[src/rtl/cache_pkg.sv]
`default_nettype none
// ============================================================================
// Module      : cache_pkg
// Description : Cache-to-memory arbitration types: arbiter state encoding and
//               the identity of the last side granted the RAM port.
// Revision    : 1.0 - initial release
// ============================================================================
package cache_pkg;

    typedef enum logic [1:0] {
        ARB_IDLE = 2'd0,
        ARB_D    = 2'd1,
        ARB_I    = 2'd2
    } arb_state_t;

    typedef enum logic {
        GRANT_I = 1'b0,
        GRANT_D = 1'b1
    } grant_t;

endpackage
`default_nettype wire

[src/rtl/cpu_types_pkg.sv]
`default_nettype none
// ============================================================================
// Module      : cpu_types_pkg
// Description : Shared CPU-side types: the RAM status code reported by the
//               memory model/controller and the basic machine word.
// Revision    : 1.0 - initial release
// ============================================================================
package cpu_types_pkg;

    localparam int c_WORD_W = 32;

    typedef logic [c_WORD_W-1:0] word_t;

    // Status presented by the RAM on ramstate.
    typedef enum logic [1:0] {
        FREE   = 2'd0,
        BUSY   = 2'd1,
        ACCESS = 2'd2,
        ERROR  = 2'd3
    } ramstate_t;

endpackage
`default_nettype wire

[src/rtl/mem_arbiter.sv]
`default_nettype none
// ============================================================================
// Module      : mem_arbiter
// Description : Responder side of the cache-to-memory protocol. Arbitrates
//               the icache and dcache onto one shared, variable-latency RAM
//               port. A grant is held until the RAM reports ACCESS or the
//               granted requester withdraws; one idle cycle separates grants.
//
// Ports       : CLK, RST            clock, asynchronous active-high reset
//               iREN/iaddr          instruction read request
//               iwait/iload         instruction completion / read data
//               dREN/dWEN/daddr/dstore  data read/write request
//               dwait/dload         data completion / read data
//               ramREN/ramWEN/ramaddr/ramstore  RAM request
//               ramload/ramstate    RAM read data / status
//
// Build macro : ARB_RR_EN - when defined, simultaneous requests in idle are
//               granted round-robin against the last completed side; when
//               undefined the data side always wins.
// Revision    : 1.0 - initial release
// ============================================================================
module mem_arbiter
    import cpu_types_pkg::*;
    import cache_pkg::*;
#(
    parameter int ADDR_W = 32,
    parameter int DATA_W = 32
) (
    input  logic              CLK,
    input  logic              RST,
    // icache side
    input  logic              iREN,
    input  logic [ADDR_W-1:0] iaddr,
    output logic              iwait,
    output logic [DATA_W-1:0] iload,
    // dcache side
    input  logic              dREN,
    input  logic              dWEN,
    input  logic [ADDR_W-1:0] daddr,
    input  logic [DATA_W-1:0] dstore,
    output logic              dwait,
    output logic [DATA_W-1:0] dload,
    // RAM side
    output logic              ramREN,
    output logic              ramWEN,
    output logic [ADDR_W-1:0] ramaddr,
    output logic [DATA_W-1:0] ramstore,
    input  logic [DATA_W-1:0] ramload,
    input  logic [1:0]        ramstate
);

    arb_state_t r_state;
    arb_state_t w_next_state;
    logic       w_dreq;
    logic       w_access;
    logic       w_pick_d;

    assign w_dreq   = dREN | dWEN;
    // BUSY, ERROR and FREE all mean "not done yet": the strobes are simply
    // held so the RAM retries the same access.
    assign w_access = (ramstate_t'(ramstate) == ACCESS);

`ifdef ARB_RR_EN
    // Remembers which side completed last so that, with both sides pending
    // in idle, the other side is served next.
    grant_t r_last_grant;

    always_ff @(posedge CLK or posedge RST) begin
        if (RST) begin
            r_last_grant <= GRANT_I;
        end else if ((r_state == ARB_D) && w_dreq && w_access) begin
            r_last_grant <= GRANT_D;
        end else if ((r_state == ARB_I) && iREN && w_access) begin
            r_last_grant <= GRANT_I;
        end
    end

    assign w_pick_d = (r_last_grant == GRANT_I);
`else
    assign w_pick_d = 1'b1;
`endif

    always_ff @(posedge CLK or posedge RST) begin
        if (RST) begin
            r_state <= ARB_IDLE;
        end else begin
            r_state <= w_next_state;
        end
    end

    // Outputs are a pure function of the granted side and the live inputs;
    // whoever is not granted sees wait=1/load=0 even if ACCESS shows up.
    always_comb begin
        w_next_state = r_state;
        iwait        = 1'b1;
        dwait        = 1'b1;
        iload        = '0;
        dload        = '0;
        ramREN       = 1'b0;
        ramWEN       = 1'b0;
        ramaddr      = '0;
        ramstore     = '0;

        case (r_state)
            ARB_IDLE: begin
                if (w_dreq && (w_pick_d || !iREN)) begin
                    w_next_state = ARB_D;
                end else if (iREN) begin
                    w_next_state = ARB_I;
                end
            end

            ARB_D: begin
                if (w_dreq) begin
                    ramaddr  = daddr;
                    ramstore = dstore;
                    // A simultaneous read and write is treated as a write.
                    ramWEN   = dWEN;
                    ramREN   = dREN & ~dWEN;
                    if (w_access) begin
                        dwait        = 1'b0;
                        dload        = dWEN ? '0 : ramload;
                        w_next_state = ARB_IDLE;
                    end
                end else begin
                    // Request withdrawn: drop the strobes and release.
                    w_next_state = ARB_IDLE;
                end
            end

            ARB_I: begin
                if (iREN) begin
                    ramaddr = iaddr;
                    ramREN  = 1'b1;
                    if (w_access) begin
                        iwait        = 1'b0;
                        iload        = ramload;
                        w_next_state = ARB_IDLE;
                    end
                end else begin
                    w_next_state = ARB_IDLE;
                end
            end

            default: begin
                w_next_state = ARB_IDLE;
            end
        endcase
    end

endmodule
`default_nettype wire
[config.mk]
export PLATFORM = sky130hd
export DESIGN_NAME = mem_arbiter
export DESIGN_NICKNAME = d
export VERILOG_FILES = /design/src/rtl/cache_pkg.sv /design/src/rtl/cpu_types_pkg.sv /design/src/rtl/mem_arbiter.sv
export SDC_FILE = /design/constraint.sdc
export NUM_CORES = 1
export LEC_CHECK = 0
export CAP_MARGIN = 20
export CORE_AREA = 2 2 104 106
export CTS_CLUSTER_SIZE = 10
export DETAILED_ROUTE_END_ITERATION = 6
export DIE_AREA = 0 0 106 108
export DONT_BUFFER_PORTS = 1
export PLACE_DENSITY_LB_ADDON = 0.08
export SLEW_MARGIN = 25
export SYNTH_ARGS = -nofsm -noshare
export SYNTH_HDL_FRONTEND = slang
export SYNTH_SLANG_ARGS = --single-unit
[constraint.sdc]
create_clock -name CLK -period 1.37 [get_ports CLK]
set_clock_uncertainty 0.05 [all_clocks]
set_input_delay 0.137 -clock CLK [delete_from_list [all_inputs] [get_ports CLK]]
set_output_delay 0.137 -clock CLK [all_outputs]
set_load 0.005 [all_outputs]
==> results.toml, run 1 <==
[setup_path]
crit_fanout = 5
r2r_end = "r_state[0]"
required_ps = 1180
crit_chain = "inv_2, ha_2, and2_4, buf_12, buf_16, a22oi_2, nor2b_1"
critPathArrivalTime_ps = 1550
r2r_setup_slack_ps = -150
critPathKind = "register to output port"
reg2reg_depth = 7
cp-start-kind = "register"
critPathLaunch = "r_state[0]"
cpMaxStageDelayCell = "dfrtp_2"
endpoint_kind = "output port"
worstReg2RegStart = "r_state[0]"
endpoint = "ramaddr[12]"
max_stage_delay_ps = 410

[placement]
placed_area_um2 = 1790
port_buffers = 0
dp_hpwl_um = 4710
placed_cells = 339
place_ws_ps = -234
globalplace.congestion = 0.669

[route]
wl_um = 6930
drt_iter0_markers = 46
dr_total_vias = 1683
route.antenna.remaining_nets = 0
drc = 0
wl_per_cell_um = 19.0
firstDrtPassIters = 4
via_per_inst = 4.62

[pwr]
peakVddDrop_uv = 747
p_total_w = 0.00322
power.density_nw_per_um2 = 1360
leakage_nw = 0.948

[worst_hold_path]
hp-class = "input port to register"
worstHoldPathCells = 2

[clock_tree]
cts_made_buffers = 3
cts_sinks = 2
cts_tree = "done"
clockBufferDepth = 2
root_buffer = "clkbuf_8"
clk_pin_slew_ps = 30
clk_latency_ps = 210
cts_max_level = 1

[synth]
netlist_area_um2 = 1420
synth.area.top_cells = "and2_1 (29%), a22oi_1 (17%), and3_1 (14%)"
synth.distinct_cells = 26
ys_warn_count = 0
synth_seq_cells = 2
netlist.top_cell.by_area = "and2_1"
yosysTopAreaCellShare = 0.292
synth_nets = 352
synth.avg_cell_area_um2 = 6.64
syn_inst = 213
ys_seq_area_frac = 0.0354

[cells_and_area]
largest_register_ffs = 2
final_cell_mix = "and2_4 (38), and3_1 (32), a22oi_2 (30)"
diodes = 0
fin_cells = 364
final_common_cell = "and2_4"
reg.largest.list = "r_state x2"
nNetsFinal = 369
drive_gt1_frac = 0.570
area_growth_pct = 66.6
final_cell_area_um2 = 2360
regMostFlops = "r_state"

[global_routing]
grt-ovfl-total = 0
grt_pass1_vias = 1532
gr-usage-met2 = 0.187
grt_pass1_wl_um = 8510
grt_use_met3 = 0.00542
use_met1 = 0.114
grt_antenna_before_repair = 0
busiest_layer = "met2"
gr-usage-all-layers = 0.0940
grt_max_degree = 34

[floorplanning]
core_area_um2 = 10200
die-area_um2 = 11400
ios = 267
dieHeight_um = 108
initial_core_util = 0.138
rows = 37
die_x_um = 106

[sta]
report.final.slew_viol_count = 0
rsz0062_at_grt = "true"
worst_pin_slew_ps = 262
min_period_ps = 1740
setup_tns_ps = -41550
maxSlewHeadroom = 0.824
fin_ws_ps = -372
final_hold_viol_count = 0
finalSetupViolCount = 134
timing.final.crit_share = 1.27
fmax_mhz = 574

[outcome]
outcome = "finished with violations"
violations = "negative setup slack"

[job]
drv_cap = 0
where the power goes:
part           internal, W  switching (W)  leakage (nW)  total [W]
clock network     0.000186      0.0000449        0.0216   0.000231
registers        0.0000831      0.0000214        0.0245   0.000104
logic              0.00164        0.00124         0.902    0.00288
total              0.00191        0.00131         0.948    0.00322
logic make-up (layout without fill, tap and decap cells):
kind of cell             count (synthesis)  after routing  share of synthesized area
AND/OR/NAND/NOR                        140            140                      0.613
AO/OA/AOI/OAI                           40             40                      0.210
adder cells (fa/ha/maj)                  4              4                     0.0354
buffers and inverters                   27             42                      0.107
flip-flops                               2              2                     0.0354
Yosys cell counts (all sizes together):
master	count
inv	4
ha	4
a32o	1
a22o	1
dfrtp	2
or4b	1
and2b	1
and3	32
nand2	2
nand3b	1
o21ai	2
and2	66
nor2	4
buf	9
a22oi	32
o21a	1
a211oi	1
nand2b	1
nor2b	32
clkbuf	14
a21oi	1
a21boi	1
cell type report:
cell class                 instances  area [um^2]
inverter                           4         15.0
timing repair buffer              35          502
sequential                         2         51.3
tap                              136          170
fill                            1134         7870
clock buffer                       3         41.3
multi-input combinational        184         1580
timing repair:
item | 4_1_cts | 5_1_grt
endpoints found under the setup margin | 133 | 134
hold endpoints to repair | 2 | 0
gates cloned | 6 | 4
setup buffers | 9 | 5
pin swaps | 6 | 29
hold buffers | 1 | 0
resized for setup | 38 | 40
how the worst min path moves through the flow:
stage | startpoint | endpoint | slack [ps]
final | iREN | r_state[1] | 170
after CTS | RST | r_state[1] | 160
after global routing | RST | r_state[0] | 180
after floorplan | RST | r_state[0] | -170
after detailed placement | RST | r_state[0] | -160
after global placement | RST | r_state[0] | -160
metrics by stage:
step	hold slack [ps]	util
floorplan	-172	-
global placement	-163	0.175
detailed placement	-165	0.175
CTS	164	0.217
global route	179	0.230
finish	170	0.230
metal layers:
layer	wire length (um)	part of all wire	up-vias
met4	0	0	0
li1	-	-	763
met1	2620	0.38	798
met5	0	0	-
met2	3890	0.56	122
met3	415	0.060	0
critical path: cells and delay by family, from the launching register on:
family,cells,cell delay (ps)
flip-flops,1,410
AND/OR/NAND/NOR,2,390
buffers and inverters,3,300
adder cells (fa/ha/maj),1,170
AO/OA/AOI/OAI,1,70
(Power assumes the default switching activity.)
==> run 2: changes to the inputs <==
CELL_PAD_IN_SITES_DETAIL_PLACEMENT = 1   (was unset)
CELL_PAD_IN_SITES_GLOBAL_PLACEMENT = 1   (was unset)
CORE_AREA = 2 2 103 105   (was 2 2 104 106)
DIE_AREA = 0 0 105 107   (was 0 0 106 108)
==> run 2 against run 1 <==
- the flow still finishes with violations (negative setup slack)
- sequential power shrank 4%
- largest cell class unchanged
- cell count grew 0.27%
- final area is 7.7% higher
- count of clock-buffer cells in the layout unchanged
- critical path type unchanged
==> results.toml, run 2 (same netlist as run 1, synthesis figures left out) <==
[cells_and_area]
diodes = 0
area_growth_pct = 79.5
final_cell_mix = "and2_1 (46), a22oi_2 (32), and2_4 (21)"
final_common_cell = "and2_1"
reg.largest.list = "r_state x2"
nNetsFinal = 370
nFillCells = 1177
final_cell_area_um2 = 2540
largest_register_ffs = 2
regMostFlops = "r_state"
fin_cells = 365
post-route-util = 0.252
drive_gt1_frac = 0.659

[pwr]
peakVddDrop_uv = 683
power.density_nw_per_um2 = 1360
leakage_nw = 0.964

[placement]
globalplace.congestion = 0.667
placed_cells = 345
dp_hpwl_um = 5080
port_buffers = 0
placed_area_um2 = 1840

[setup_path]
critPathKind = "register to output port"
critPathArrivalTime_ps = 1530
reg2reg_depth = 7
endpoint_kind = "output port"
r2r_setup_slack_ps = -90
crit_fanout = 6
required_ps = 1180
cp-start-kind = "register"
r2r_end = "r_state[0]"
worstReg2RegStart = "r_state[1]"

[route]
via_per_inst = 4.72
route.antenna.remaining_nets = 0
firstDrtPassIters = 4
wl_per_cell_um = 20.9
drt_iter0_markers = 61
wl_um = 7640
dr_total_vias = 1724
drc = 0

[global_routing]
grt_antenna_before_repair = 0
grt_pass1_vias = 1621
gr-usage-all-layers = 0.106
grt-ovfl-total = 0
grt_pass1_wl_um = 9550
grt_max_degree = 34

[outcome]
outcome = "finished with violations"
violations = "negative setup slack"

[sta]
fmax_mhz = 583
report.final.slew_viol_count = 0
finalSetupViolCount = 133
rsz0062_at_grt = "true"
min_period_ps = 1720
timing.final.crit_share = 1.25
fin_ws_ps = -345
maxSlewHeadroom = 0.804
final_hold_viol_count = 0
worst_pin_slew_ps = 291

[floorplanning]
core_area_um2 = 10100
initial_core_util = 0.140
ios = 267
dieHeight_um = 107
die_x_um = 105
die-area_um2 = 11200
rows = 37

[clock_tree]
clk_latency_ps = 210
clk_pin_slew_ps = 30
cts_tree = "done"
cts_sinks = 2
clockBufferDepth = 2
cts_max_level = 1
cts_made_buffers = 3
root_buffer = "clkbuf_8"

[worst_hold_path]
hp-class = "input port to asynchronous set/reset pin"

[job]
drv_cap = 0
==> run 2: changes by cell type in the layout (fill, tap and decap cells not counted), sizes merged <==
cell    delta
and2       +1
clkbuf     +1
buf        -1
==> run 2: repair_timing <==
action,4_1_cts,5_1_grt
hold buffers,1,0
setup endpoints to repair,133,134
buffers inserted,7,3
resized for setup,49,64
pin swaps,6,28
gates cloned,6,5
hold endpoints to repair,2,0
==> run 2: final cells by class <==
cell class	instances	area, um^2	area share
clock buffers	3	41.3	0.0163
inverters	4	15.0	0.00591
multi-input cells	185	1730	0.682
flip-flops and latches	2	50.0	0.0197
well taps	136	170	0.0670
repair buffers	35	531	0.209
==> run 2: layer usage <==
metal	vias up	global-route usage	wire, um
li1	765	-	-
met1	836	0.127	2890
met2	120	0.206	4150
met3	3	0.0164	568
met4	0	0.00667	32
met5	-	0	0
==> run 2: worst max path at each step <==
stage               startpoint  cells after the start     endpoint  slack, ps
floorplan           r_state[0]                      7   ramaddr[0]        -70
CTS                 r_state[0]                      7  ramaddr[19]       -350
global route        r_state[1]                      6    dload[17]       -420
global placement    r_state[1]                      6   ramaddr[5]       -190
detailed placement  r_state[1]                      6  ramaddr[18]       -210
finish              r_state[1]                      6  ramaddr[18]       -350
==> run 2: through the flow <==
stage	setup WS (ps)	hold slack [ps]	total power, W	setup TNS [ps]
2_1_floorplan	-68.4	-172	0.00155	-4580
3_3_place_gp	-186	-161	0.00197	-12910
3_5_place_dp	-212	-165	0.00195	-16010
4_1_cts	-349	169	0.00330	-41570
5_1_grt	-421	177	0.00370	-47330
6_report	-345	176	0.00346	-35490
==> run 2: critical path: stages (launching register included) <==
cell and delay (ps):
dfrtp_1 400, buf_6 140, ha_4 160, and2_4 190, buf_12 150, a22oi_2 210, nor2b_4 60
==> run 2: report_power, final <==
part	switching [W]	leakage, nW	internal, W
registers	0.0000204	0.0256	0.0000801
clock network	0.0000420	0.0216	0.000185
logic	0.00136	0.916	0.00177
total	0.00143	0.964	0.00203
==> variant: new RTL, flow settings as in run 2 <==
The option `ARB_RR_EN` is turned on by a define.
--- a/src/rtl/mem_arbiter.sv
+++ b/src/rtl/mem_arbiter.sv
@@ -21,2 +21,4 @@
 // ============================================================================
+`define ARB_RR_EN
+
 module mem_arbiter
Check against the original RTL: not equivalent (a bounded check fails within 4 cycles, from zero or initial values and one cycle with RST high).
==> variant against run 2 <==
The flow still finishes with violations (negative setup slack). Worst hold slack worse by 0.10 ns. Synthesized area is 7.0% higher. Sequential cell count is 1 higher. Worst setup slack worse by 0.030 ns. Global-route usage is 0.84 points lower. Final area is 10% lower. Power is 7.4% lower. Sequential power is 91% higher. Routed wire length is 13% lower. Register-to-register slack worse by 0.07 ns. Combinational power is 12% lower.
==> variant: results (changes against run 2) <==
cells_and_area:
  design.seq.count: 3  # was 2
  comb.multi_input.count: 189  # was 185
  num-clock-buffers: 4  # was 3
  clockNetworkAreaShare_pct: 1.98  # was 1.63%
  n_fill_cell: 1194  # was 1177
  largestRegisters: "r_state x2, r_last_grant x1"  # was r_state x2
  regArea_um2: 77.6  # was 50.0 µm²
  multi_input_area_share_pct: 70.3  # was 68.2%
critical_path:
  crit_fanout: 18  # was 6
  crit_slowest_cell: "dfrtp_2"  # was dfrtp_1
  path_delay_family: "buffers and inverters"  # was flip-flops
  r2r_start: "r_state[0]"  # was r_state[1]
  rr_worst_depth: 6  # was 7
place:
  pre_cts_ws_ns: -0.173  # was -0.212 ns
  place_congestion: 0.689  # was 0.667
detailed_routing:
  dr.pass1.iters: 3  # was 4
  first_iter_violations: 91  # was 61
  route.met2.wl_um: 3680  # was 4150 µm
  drt-total-wl_um: 6650  # was 7640 µm
run_status:
  status: "finished with violations"  # unchanged
  violations: "negative setup slack"  # unchanged
sta:
  finalSetupViolations: 134  # was 133
  worst_slew_pin_slew_ns: 0.245  # was 0.291 ns
  worst_slack_ns: -0.376  # was -0.345 ns
power_and_ir_drop:
  ir_drop_mv: 0.524  # was 0.683 mV
  leakage_nw: 0.780  # was 0.964 nW
yosys:
  ys_top_cells_by_count: "and2_1 (65), nor2b_1 (33), a22oi_1 (32), and3_1 (32), nand2_1 (8)"  # was and2_1 (66), a22oi_1 (32), and3_1 (32), nor2b_1 (32), clkbuf_2 (8)
hold_path:
  hp-class: "in2reg"  # was in2async
clocking:
  post_cts_buffers: 1  # was 7
global_route:
  grt_start_max_net_pins: 33  # was 34
==> variant: cell types whose count changed after synthesis, moves of 2 or more <==
cell       before  now
o2111ai_1       0    2
buf_8           0    3
o211ai_1        0    2
clkbuf_2        8    3
nand2_1         2    8
nor2_1          4    1
buf_2           2    5
==> variant: metrics by stage <==
step,setup TNS [ns],util [%],hold slack (ns),area [µm²]
after global placement,-10.59,19.1,-0.144,1930
final,-40.99,22.5,0.0749,2270
after global routing,-50.54,22.5,0.109,2270
after CTS,-41.85,20.4,0.0806,2050
after floorplan,-5.14,-,-0.159,1750
after detailed placement,-11.41,19.1,-0.147,1930
==> variant: cell families after synthesis <==
family | after synthesis | synth area share, %
buffers and inverters | 28 | 13.1
AOI/OAI and AO/OA | 39 | 19.3
and+or+nand+nor | 146 | 59.3
DFF | 3 | 4.96
adders and majority gates | 4 | 3.31
==> variant: per-layer routing <==
metal,vias up,global-route usage [%]
met5,-,0
met4,0,2.86
met3,2,3.34
met2,149,19.2
met1,739,9.57
li1,759,-
